<file path="src/rtl/fix2flt_sched_if.sv">
// Request/response bundle for fix2flt_sched: NREQ fixed-point requesters in,
// one IEEE-754 single-precision result stream out.
interface fix2flt_sched_if #(
  parameter int NREQ = 4,
  parameter int IDW  = (NREQ > 1) ? $clog2(NREQ) : 1
);
  logic [NREQ-1:0]    req_valid;
  logic [NREQ-1:0]    req_ready;
  logic [32*NREQ-1:0] req_data;
  logic               rsp_valid;
  logic               rsp_ready;
  logic [31:0]        rsp_data;
  logic [IDW-1:0]     rsp_id;

  modport master (
    output req_valid, req_data, rsp_ready,
    input  req_ready, rsp_valid, rsp_data, rsp_id
  );

  modport slave (
    input  req_valid, req_data, rsp_ready,
    output req_ready, rsp_valid, rsp_data, rsp_id
  );
endinterface

</file>
<file path="src/rtl/fix2flt_sched.sv">
// Round-robin scheduler feeding a one-cycle Q-format fixed -> float32 converter.
// Define FIX2FLT_SCHED_PERF_CNT_EN to add the perf_count completed-result counter.
module fix2flt_sched #(
  parameter int Q    = 16,
  parameter int NREQ = 4
) (
  input  logic              clk,
  input  logic              rst,
  fix2flt_sched_if.slave    bus,
`ifdef FIX2FLT_SCHED_PERF_CNT_EN
  output logic [15:0]       perf_count,
`endif
  output logic              busy
);
  localparam int IDW = (NREQ > 1) ? $clog2(NREQ) : 1;

  typedef enum logic [1:0] {IDLE, CONV, RESP} state_t;

  state_t         state;
  logic [IDW-1:0] ptr;
  logic [31:0]    op;
  logic [IDW-1:0] op_id;

  logic            opp;
  logic            hs;
  logic [NREQ-1:0] grant;
  logic [IDW-1:0]  gidx;
  logic [31:0]     gdata;

  function automatic logic [31:0] to_float(input logic [31:0] v);
    logic [31:0] mag;
    logic [31:0] norm;
    logic [7:0]  expo;
    int          p;
    mag = v[31] ? (~v + 32'd1) : v;
    p = 0;
    for (int b = 0; b < 32; b++)
      if (mag[b]) p = b;
    // Put the leading one at bit 31; the 23 bits below it are the mantissa.
    norm = mag << (31 - p);
    expo = 8'(127 + p - Q);
    to_float = (mag == 32'd0) ? 32'd0 : {v[31], expo, norm[30:8]};
  endfunction

  // Reset gates the grant so nothing can be accepted while rst is held.
  assign opp = !rst && ((state == IDLE) || (state == RESP && bus.rsp_ready));

  always_comb begin
    int j;
    j     = 0;
    grant = '0;
    gidx  = '0;
    gdata = '0;
    hs    = 1'b0;
    if (opp) begin
      for (int k = 1; k <= NREQ; k++) begin
        j = (int'(ptr) + k) % NREQ;
        if (!hs && bus.req_valid[j]) begin
          hs       = 1'b1;
          grant[j] = 1'b1;
          gidx     = IDW'(j);
          gdata    = bus.req_data[32*j +: 32];
        end
      end
    end
  end

  assign bus.req_ready = grant;
  assign busy          = (state != IDLE);

  always_ff @(posedge clk or posedge rst) begin
    if (rst) begin
      state         <= IDLE;
      ptr           <= IDW'(NREQ - 1);
      op            <= '0;
      op_id         <= '0;
      bus.rsp_valid <= 1'b0;
      bus.rsp_data  <= '0;
      bus.rsp_id    <= '0;
    end else begin
      case (state)
        IDLE: begin
          if (hs) begin
            op    <= gdata;
            op_id <= gidx;
            ptr   <= gidx;
            state <= CONV;
          end
        end
        CONV: begin
          bus.rsp_data  <= to_float(op);
          bus.rsp_id    <= op_id;
          bus.rsp_valid <= 1'b1;
          state         <= RESP;
        end
        RESP: begin
          // Completion and the next grant share this cycle for 1 result / 2 cycles.
          if (bus.rsp_ready) begin
            bus.rsp_valid <= 1'b0;
            if (hs) begin
              op    <= gdata;
              op_id <= gidx;
              ptr   <= gidx;
              state <= CONV;
            end else begin
              state <= IDLE;
            end
          end
        end
        default: begin
          state         <= IDLE;
          bus.rsp_valid <= 1'b0;
        end
      endcase
    end
  end

`ifdef FIX2FLT_SCHED_PERF_CNT_EN
  always_ff @(posedge clk or posedge rst) begin
    if (rst)
      perf_count <= '0;
    else if (bus.rsp_valid && bus.rsp_ready)
      perf_count <= perf_count + 16'd1;
  end
`endif

endmodule

</file>
<file path="src/flat_wrapper.sv">
// flat-port wrapper written by rule: the top's interface ports become plain ports
module fix2flt_sched_flat 
#(
  parameter int Q    = 16,
  parameter int NREQ = 4
)
  (clk, rst, busy, bus_req_valid, bus_req_data, bus_rsp_ready, bus_req_ready, bus_rsp_valid, bus_rsp_data, bus_rsp_id);
  fix2flt_sched_if #(.NREQ(NREQ)) bus_i ();
  input  logic clk;
  input  logic rst;
  output logic busy;
  input wire logic [$bits(bus_i.req_valid)-1:0] bus_req_valid;
  input wire logic [$bits(bus_i.req_data)-1:0] bus_req_data;
  input wire logic [$bits(bus_i.rsp_ready)-1:0] bus_rsp_ready;
  output wire logic [$bits(bus_i.req_ready)-1:0] bus_req_ready;
  output wire logic [$bits(bus_i.rsp_valid)-1:0] bus_rsp_valid;
  output wire logic [$bits(bus_i.rsp_data)-1:0] bus_rsp_data;
  output wire logic [$bits(bus_i.rsp_id)-1:0] bus_rsp_id;
  assign bus_i.req_valid = bus_req_valid;
  assign bus_i.req_data = bus_req_data;
  assign bus_i.rsp_ready = bus_rsp_ready;
  assign bus_req_ready = bus_i.req_ready;
  assign bus_rsp_valid = bus_i.rsp_valid;
  assign bus_rsp_data = bus_i.rsp_data;
  assign bus_rsp_id = bus_i.rsp_id;
  fix2flt_sched #(.Q(Q), .NREQ(NREQ)) u_core (.clk(clk), .rst(rst), .bus(bus_i), .busy(busy));
endmodule
</file>
<file path="config.mk">
export PLATFORM = sky130hd
export DESIGN_NAME = fix2flt_sched_flat
export DESIGN_NICKNAME = d
export VERILOG_FILES = /design/src/rtl/fix2flt_sched_if.sv /design/src/rtl/fix2flt_sched.sv /design/src/flat_wrapper.sv
export SDC_FILE = /design/constraint.sdc
export NUM_CORES = 1
export LEC_CHECK = 0
export ABC_CLOCK_PERIOD_IN_PS = 5000
export BUFFER_PORTS_ARGS = -buffer_cell sky130_fd_sc_hd__buf_2
export CAP_MARGIN = 10
export CORE_UTILIZATION = 59
export CTS_CLUSTER_DIAMETER = 50
export CTS_CLUSTER_SIZE = 8
export DETAILED_ROUTE_END_ITERATION = 16
export PLACE_DENSITY = 0.92
export SLEW_MARGIN = 15
export SYNTH_ARGS = -nofsm -noshare
export SYNTH_HDL_FRONTEND = slang
export SYNTH_SLANG_ARGS = --single-unit
</file>
<file path="constraint.sdc">
create_clock -name clk -period 5 [get_ports clk]
set_input_delay 0.5 -clock clk [delete_from_list [all_inputs] [get_ports clk]]
set_output_delay 0.5 -clock clk [all_outputs]
set_load 0.05 [all_outputs]
</file>
==> results of run 1 <==
-- timing repair --
item | in CTS | in global routing
gates resized for setup | 0 | 4
endpoints found under the setup margin | 0 | 10
setup buffers | 0 | 4
-- worst max-delay path, delay by kind of cell (launching register included) --
family / cells / cell delay [ns]
flops: 1 / 0.97
fa+ha+maj: 1 / 0.43
simple gates: 3 / 1.34
buf+inv: 3 / 0.72
compound gates: 2 / 0.46
-- per-layer routing --
metal,vias to the layer above,track usage
met4,2,0.171
met2,962,0.652
met3,180,0.0878
met5,-,0
li1,5605,-
met1,5965,0.515
-- flip-flops by register name, indices dropped and copies added (netlist names) --
register and flops:
u_core.op 32, u_core.state 2, u_core.bus.rsp_id 2, u_core.bus.rsp_data 32
u_core.bus.rsp_valid 1, u_core.ptr 2, u_core.op_id 2
-- layout by cell type (no fill, tap or decap), drive strengths merged, types with 18 or more instances in the layout --
| master | synthesis | routed |
|---|---|---|
| buf | 39 | 255 |
| nand2 | 167 | 167 |
| o21ai | 137 | 137 |
| nor2 | 120 | 120 |
| a21oi | 98 | 98 |
| mux2i | 84 | 84 |
| dfrtp | 71 | 71 |
| mux2 | 53 | 53 |
| nor3 | 46 | 46 |
| mux4 | 42 | 42 |
| a221oi | 38 | 38 |
| a211oi | 30 | 30 |
| xnor2 | 26 | 26 |
| nand3 | 22 | 22 |
| o22ai | 20 | 20 |
| nor4 | 20 | 20 |
| inv | 18 | 18 |
-- kinds of logic (layout without fill, tap and decap cells) --
kind of cell | after synthesis | after routing
and+or+nand+nor | 472 | 472
xor gates and xnor gates | 39 | 39
AOI/OAI and AO/OA | 467 | 467
buffers and inverters | 149 | 292
adders and majority gates | 11 | 11
DFF | 73 | 73
muxes | 179 | 179
-- final cells by class --
class                           count  area [sq um]
Multi-Input combinational cell   1168          8280
Fill cell                        1338          5180
Sequential cell                    73          1840
Timing Repair Buffer              255          1490
Tap cell                          225           282
Clock buffer                       10           229
Clock inverter                      6          92.6
Inverter                           21          78.8
-- worst min path at each step --
stage | cells past startpoint | start | to
after CTS | 2 | rst | u_core.bus.rsp_data[3]$_DFFE_PP0P_
after global routing | 2 | rst | u_core.bus.rsp_data[3]$_DFFE_PP0P_
after detailed placement | 2 | u_core.bus.rsp_id[0]$_DFFE_PP0P_ | u_core.bus.rsp_id[0]$_DFFE_PP0P_
after global placement | 2 | u_core.bus.rsp_id[1]$_DFFE_PP0P_ | u_core.bus.rsp_id[1]$_DFFE_PP0P_
after floorplan | 2 | u_core.op_id[0]$_DFFE_PP0P_ | u_core.bus.rsp_id[0]$_DFFE_PP0P_
final | 2 | rst | u_core.bus.rsp_data[3]$_DFFE_PP0P_
-- through the flow --
stage | hold slack, ns | util | setup slack, ns | instances | cell area (sq um)
CTS | 0.267 | 0.701 | 0.183 | 1754 | 12200
floorplan | 0.439 | - | 0.502 | 1390 | 10700
detailed placement | 0.461 | 0.682 | 0.237 | 1738 | 11900
global placement | 0.456 | 0.682 | 0.283 | 1738 | 11900
global route | 0.298 | 0.703 | 0.0119 | 1758 | 12300
finish | 0.251 | 0.703 | 0.201 | 1758 | 12300
==> impl_metrics.yaml, run 1 <==
route:
  wl_met3_um: 4170
  via_count: 12700
  maxUsedRoutingLayer: "met5"
  drt_wl_total_um: 37200
  drt-met1-wl_um: 14300
  drt-initial-drc-count: 1731
  viasPerCell: 7.23
  drc: 0
  ant_nets: 0
  wire_per_inst_um: 21.2
  firstDrtPassIters: 8
  wl_met2_um: 17200
clock_network:
  cts_tree: "yes"
  hold_buffers: 0
  path_clk_slew_ns: 0.07
  clockBufferDepth: 2
  clock-sinks: 73
  htreeDepth: 3
  cts_root_buf: "clkbuf_16"
  clock_latency_ns: 0.36
  cts_buffers: 9
logic_synthesis:
  ys.flop_type: "dfrtp_1"
  synth_edf_count: 0
  synth.cell_area_sq_mm: 0.0107
  synthXorXnorAreaFrac: 0.0319
  synth.top_cell.area_share: 0.166
  netlist_instances: 1390
  synth_top_family_by_area: "compound AO/OA/AOI/OAI gates"
  synth.most_common_cell: "nand2_1"
  synth_warnings: 0
  ys_ff_latch: 73
  synth_cell_types: 92
  synth.avg_cell_area_sq_um: 7.70
  ys_top_cells_by_count: "167 x nand2_1, 135 x o21ai_0, 119 x nor2_1"
  synthAdderAreaFrac: 0.0129
  yosys-top-cells-area: "dfrtp_1 17%, mux4_2 8.8%, mux2i_1 7.9%, o21ai_0 6.3%, nand2_1 5.9%"
  synth_area_leader_cell: "dfrtp_1"
  synthSimpleGateAreaFrac: 0.215
  synth_mux_area_frac: 0.223
  synth_nets: 1536
  synth-compound-area-share: 0.289
  synth_seq_area_share: 0.171
  synthArstFlopShare: 1.00
global_route:
  grt_max_degree: 113
  grt_remaining_overflow: 0
  grt_pass1_wl_um: 59600
  grt_antenna_before_repair: 1
  grt_pass1_vias: 11700
  grt_usage: 0.402
sta:
  slew_viol_final: 0
  fmax_ghz: 0.208
  final.setup_skew_ns: 0.0130
  min_period_over_period: 0.960
  slew_headroom: 0.266
  finalSetupViolCount: 0
  fin_setup_tns_ns: 0
  min_period_ns: 4.80
  worstMarginPinSlew_ns: 1.10
  hold_violations: 0
  rsz0062_at_grt: "no"
die:
  die_x_um: 137
  core_sq_mm: 0.0175
  die_height_um: 137
  start_util: 0.612
  die-area_sq_mm: 0.0187
  ioPinCount: 175
  num_rows: 48
critical_path:
  rr_startpoint: "u_core.op[1]$_DFFE_PP0P_"
  reg2reg_to: "u_core.bus.rsp_data[21]$_DFFE_PP0P_"
  cp.arrival_ns: 4.30
  crit_chain: "clkinv_1, ha_2, nor2b_1, buf_4, or2_2, nor2_1, a222oi_1, a21oi_1, buf_2"
  slowest_stage: "dfstp_4"
  critPathCaptureType: "primary output"
  cp.required_ns: 4.50
  cp_max_fo: 45
  endpoint: "bus_req_ready[1]"
  reg2reg_depth: 15
  start_kind: "register"
  cp-startpoint: "u_core.ptr[0]$_DFFE_PP1P_"
  r2r_slack_ns: 0.21
  max_stage_delay_ns: 0.97
  crit_type: "register to primary output"
finish:
  final_net_count: 1674
  num_antenna_cells: 0
  drive_gt1_frac: 0.269
  syn2layout_area_growth_pct: 14.8
hold_path:
  min_path_type: "primary input to asynchronous set/reset pin"
placed_design:
  gp_congestion: 1.00
  dp_hpwl_um: 27600
  port_buffers: 174
outcome:
  status: "finished clean"
flow_run:
  cap_violations: 0
Power of run 1 is not shown: default switching activity piles up to over one toggle a cycle in this logic, so the estimate is an artifact.
==> inputs of run 2 (changes only) <==
CORE_MARGIN = 2   (was default)
==> impl_metrics.yaml, run 2 (synthesized netlist as in run 1, its figures left out) <==
die:
  ioPinCount: 175
  die-area_sq_mm: 0.0192
  die_x_um: 139
  start_util: 0.598
  die_height_um: 139
  core_sq_mm: 0.0179
  num_rows: 49
clock_network:
  cts_tree: "yes"
  htreeDepth: 3
  clock-sinks: 73
  cts_root_buf: "clkbuf_16"
  cts_buffers: 9
  clockBufferDepth: 2
  cts_setup_buffers: 0
  clock_latency_ns: 0.35
  path_clk_slew_ns: 0.06
finish:
  drive_gt1_frac: 0.275
  postLayoutCellArea_sq_mm: 0.0124
  layout_common_cells: "174 x buf_2, 167 x nand2_1, 135 x o21ai_0"
  top_regs: "u_core.bus.rsp_data x32, u_core.op x32"
  num_antenna_cells: 0
  finalNonFillerCells: 1773
  mostFrequentLayoutCell: "buf_2"
  final_net_count: 1685
  syn2layout_area_growth_pct: 15.6
critical_path:
  cp.arrival_ns: 4.98
  crit_chain: "inv_1, ha_1, or3b_1, buf_4, nor4_2, buf_4, nand2_1, o21a_1, and2_1, o41ai_1, o21ba_2, inv_2, mux2i_1, mux2i_1, mux2i_1, nor3_1, o41ai_1"
  max_stage_delay_ns: 0.46
  cp_common_cell: "mux2i_1"
  start_kind: "register"
  cp.required_ns: 5.24
  cp_max_fo: 14
  slowest_stage: "or3b_1"
  critPathCaptureType: "register"
  crit_type: "register to register"
  r2r_slack_ns: 0.25
placed_design:
  postPlaceCellArea_sq_mm: 0.0120
  gp_congestion: 1.06
  dp_hpwl_um: 28300
  dp.cells: 1757
  port_buffers: 174
sta:
  final.setup_skew_ns: 0.0136
  finalSetupViolCount: 0
  fin_setup_tns_ns: 0
  slew_viol_final: 0
  hold_violations: 0
  hold_ws_ns: 0.256
  slew_headroom: 0.299
  min_period_ns: 4.75
  worstMarginPinSlew_ns: 1.05
  fmax_ghz: 0.211
  min_period_over_period: 0.949
global_route:
  grt_antenna_before_repair: 0
  grt_max_degree: 113
  grt_remaining_overflow: 0
  grt_pass1_vias: 11700
  grt_usage: 0.381
  grt_pass1_wl_um: 60800
hold_path:
  min_path_type: "primary input to asynchronous set/reset pin"
route:
  drc: 0
  firstDrtPassIters: 6
  wire_per_inst_um: 21.0
  ant_nets: 0
  drt-initial-drc-count: 1546
  via_count: 12400
  viasPerCell: 7.02
  drt_wl_total_um: 37200
flow_run:
  cap_violations: 0
outcome:
  status: "finished clean"
-- run 2: final cells by class --
| class | count | area (sq um) |
|---|---|---|
| sequential | 73 | 1830 |
| timing repair buffer | 266 | 1570 |
| clock buffer | 10 | 229 |
| fill | 1393 | 5530 |
| clock inverter | 6 | 90.1 |
| tap | 229 | 287 |
| multi-input combinational | 1168 | 8290 |
| inverter | 21 | 78.8 |
-- run 2: timing repair --
item,in CTS,in global routing
hold buffers,0,0
gates resized for setup,0,4
setup endpoints to repair,0,11
-- run 2: routing by layer --
layer  wire, um  vias to the layer above  share of wire  GRT usage
met5          0                        -              0          0
met2      17300                      870           0.46      0.617
met1      14400                     5795           0.39      0.503
met3       3980                      146           0.11     0.0756
met4       1560                        0          0.042      0.153
li1           -                     5635              -          -
-- run 2: worst paths after layout --
check,from,end,depth (start not counted)
min,rst,u_core.bus.rsp_data[7]$_DFFE_PP0P_,2
max,u_core.op[1]$_DFFE_PP0P_,u_core.bus.rsp_data[21]$_DFFE_PP0P_,17
min reg2reg,u_core.bus.rsp_data[25]$_DFFE_PP0P_,u_core.bus.rsp_data[25]$_DFFE_PP0P_,2
max in group asynchronous,rst,u_core.op[17]$_DFFE_PP0P_,3
max reg2reg,u_core.op[1]$_DFFE_PP0P_,u_core.bus.rsp_data[21]$_DFFE_PP0P_,17
min in group clk,bus_rsp_ready,u_core.state[1]$_DFFE_PP0P_,3
-- run 2: worst max-delay path, delay by kind of cell, from the launching register on --
family	cells	cell delay [ns]
simple gates	5	1.09
fa+ha+maj	1	0.23
mux	3	0.93
compound gates	4	1.28
buf+inv	4	0.71
flops	1	0.38
-- run 2: stage by stage --
| stage | setup WS (ns) | utilization |
|---|---|---|
| after floorplan | 0.502 | - |
| after global placement | 0.455 | 0.672 |
| after detailed placement | 0.300 | 0.672 |
| after CTS | 0.236 | 0.690 |
| after global routing | -0.00472 | 0.691 |
| final | 0.253 | 0.691 |
Power of run 2 is left out for the same reason.
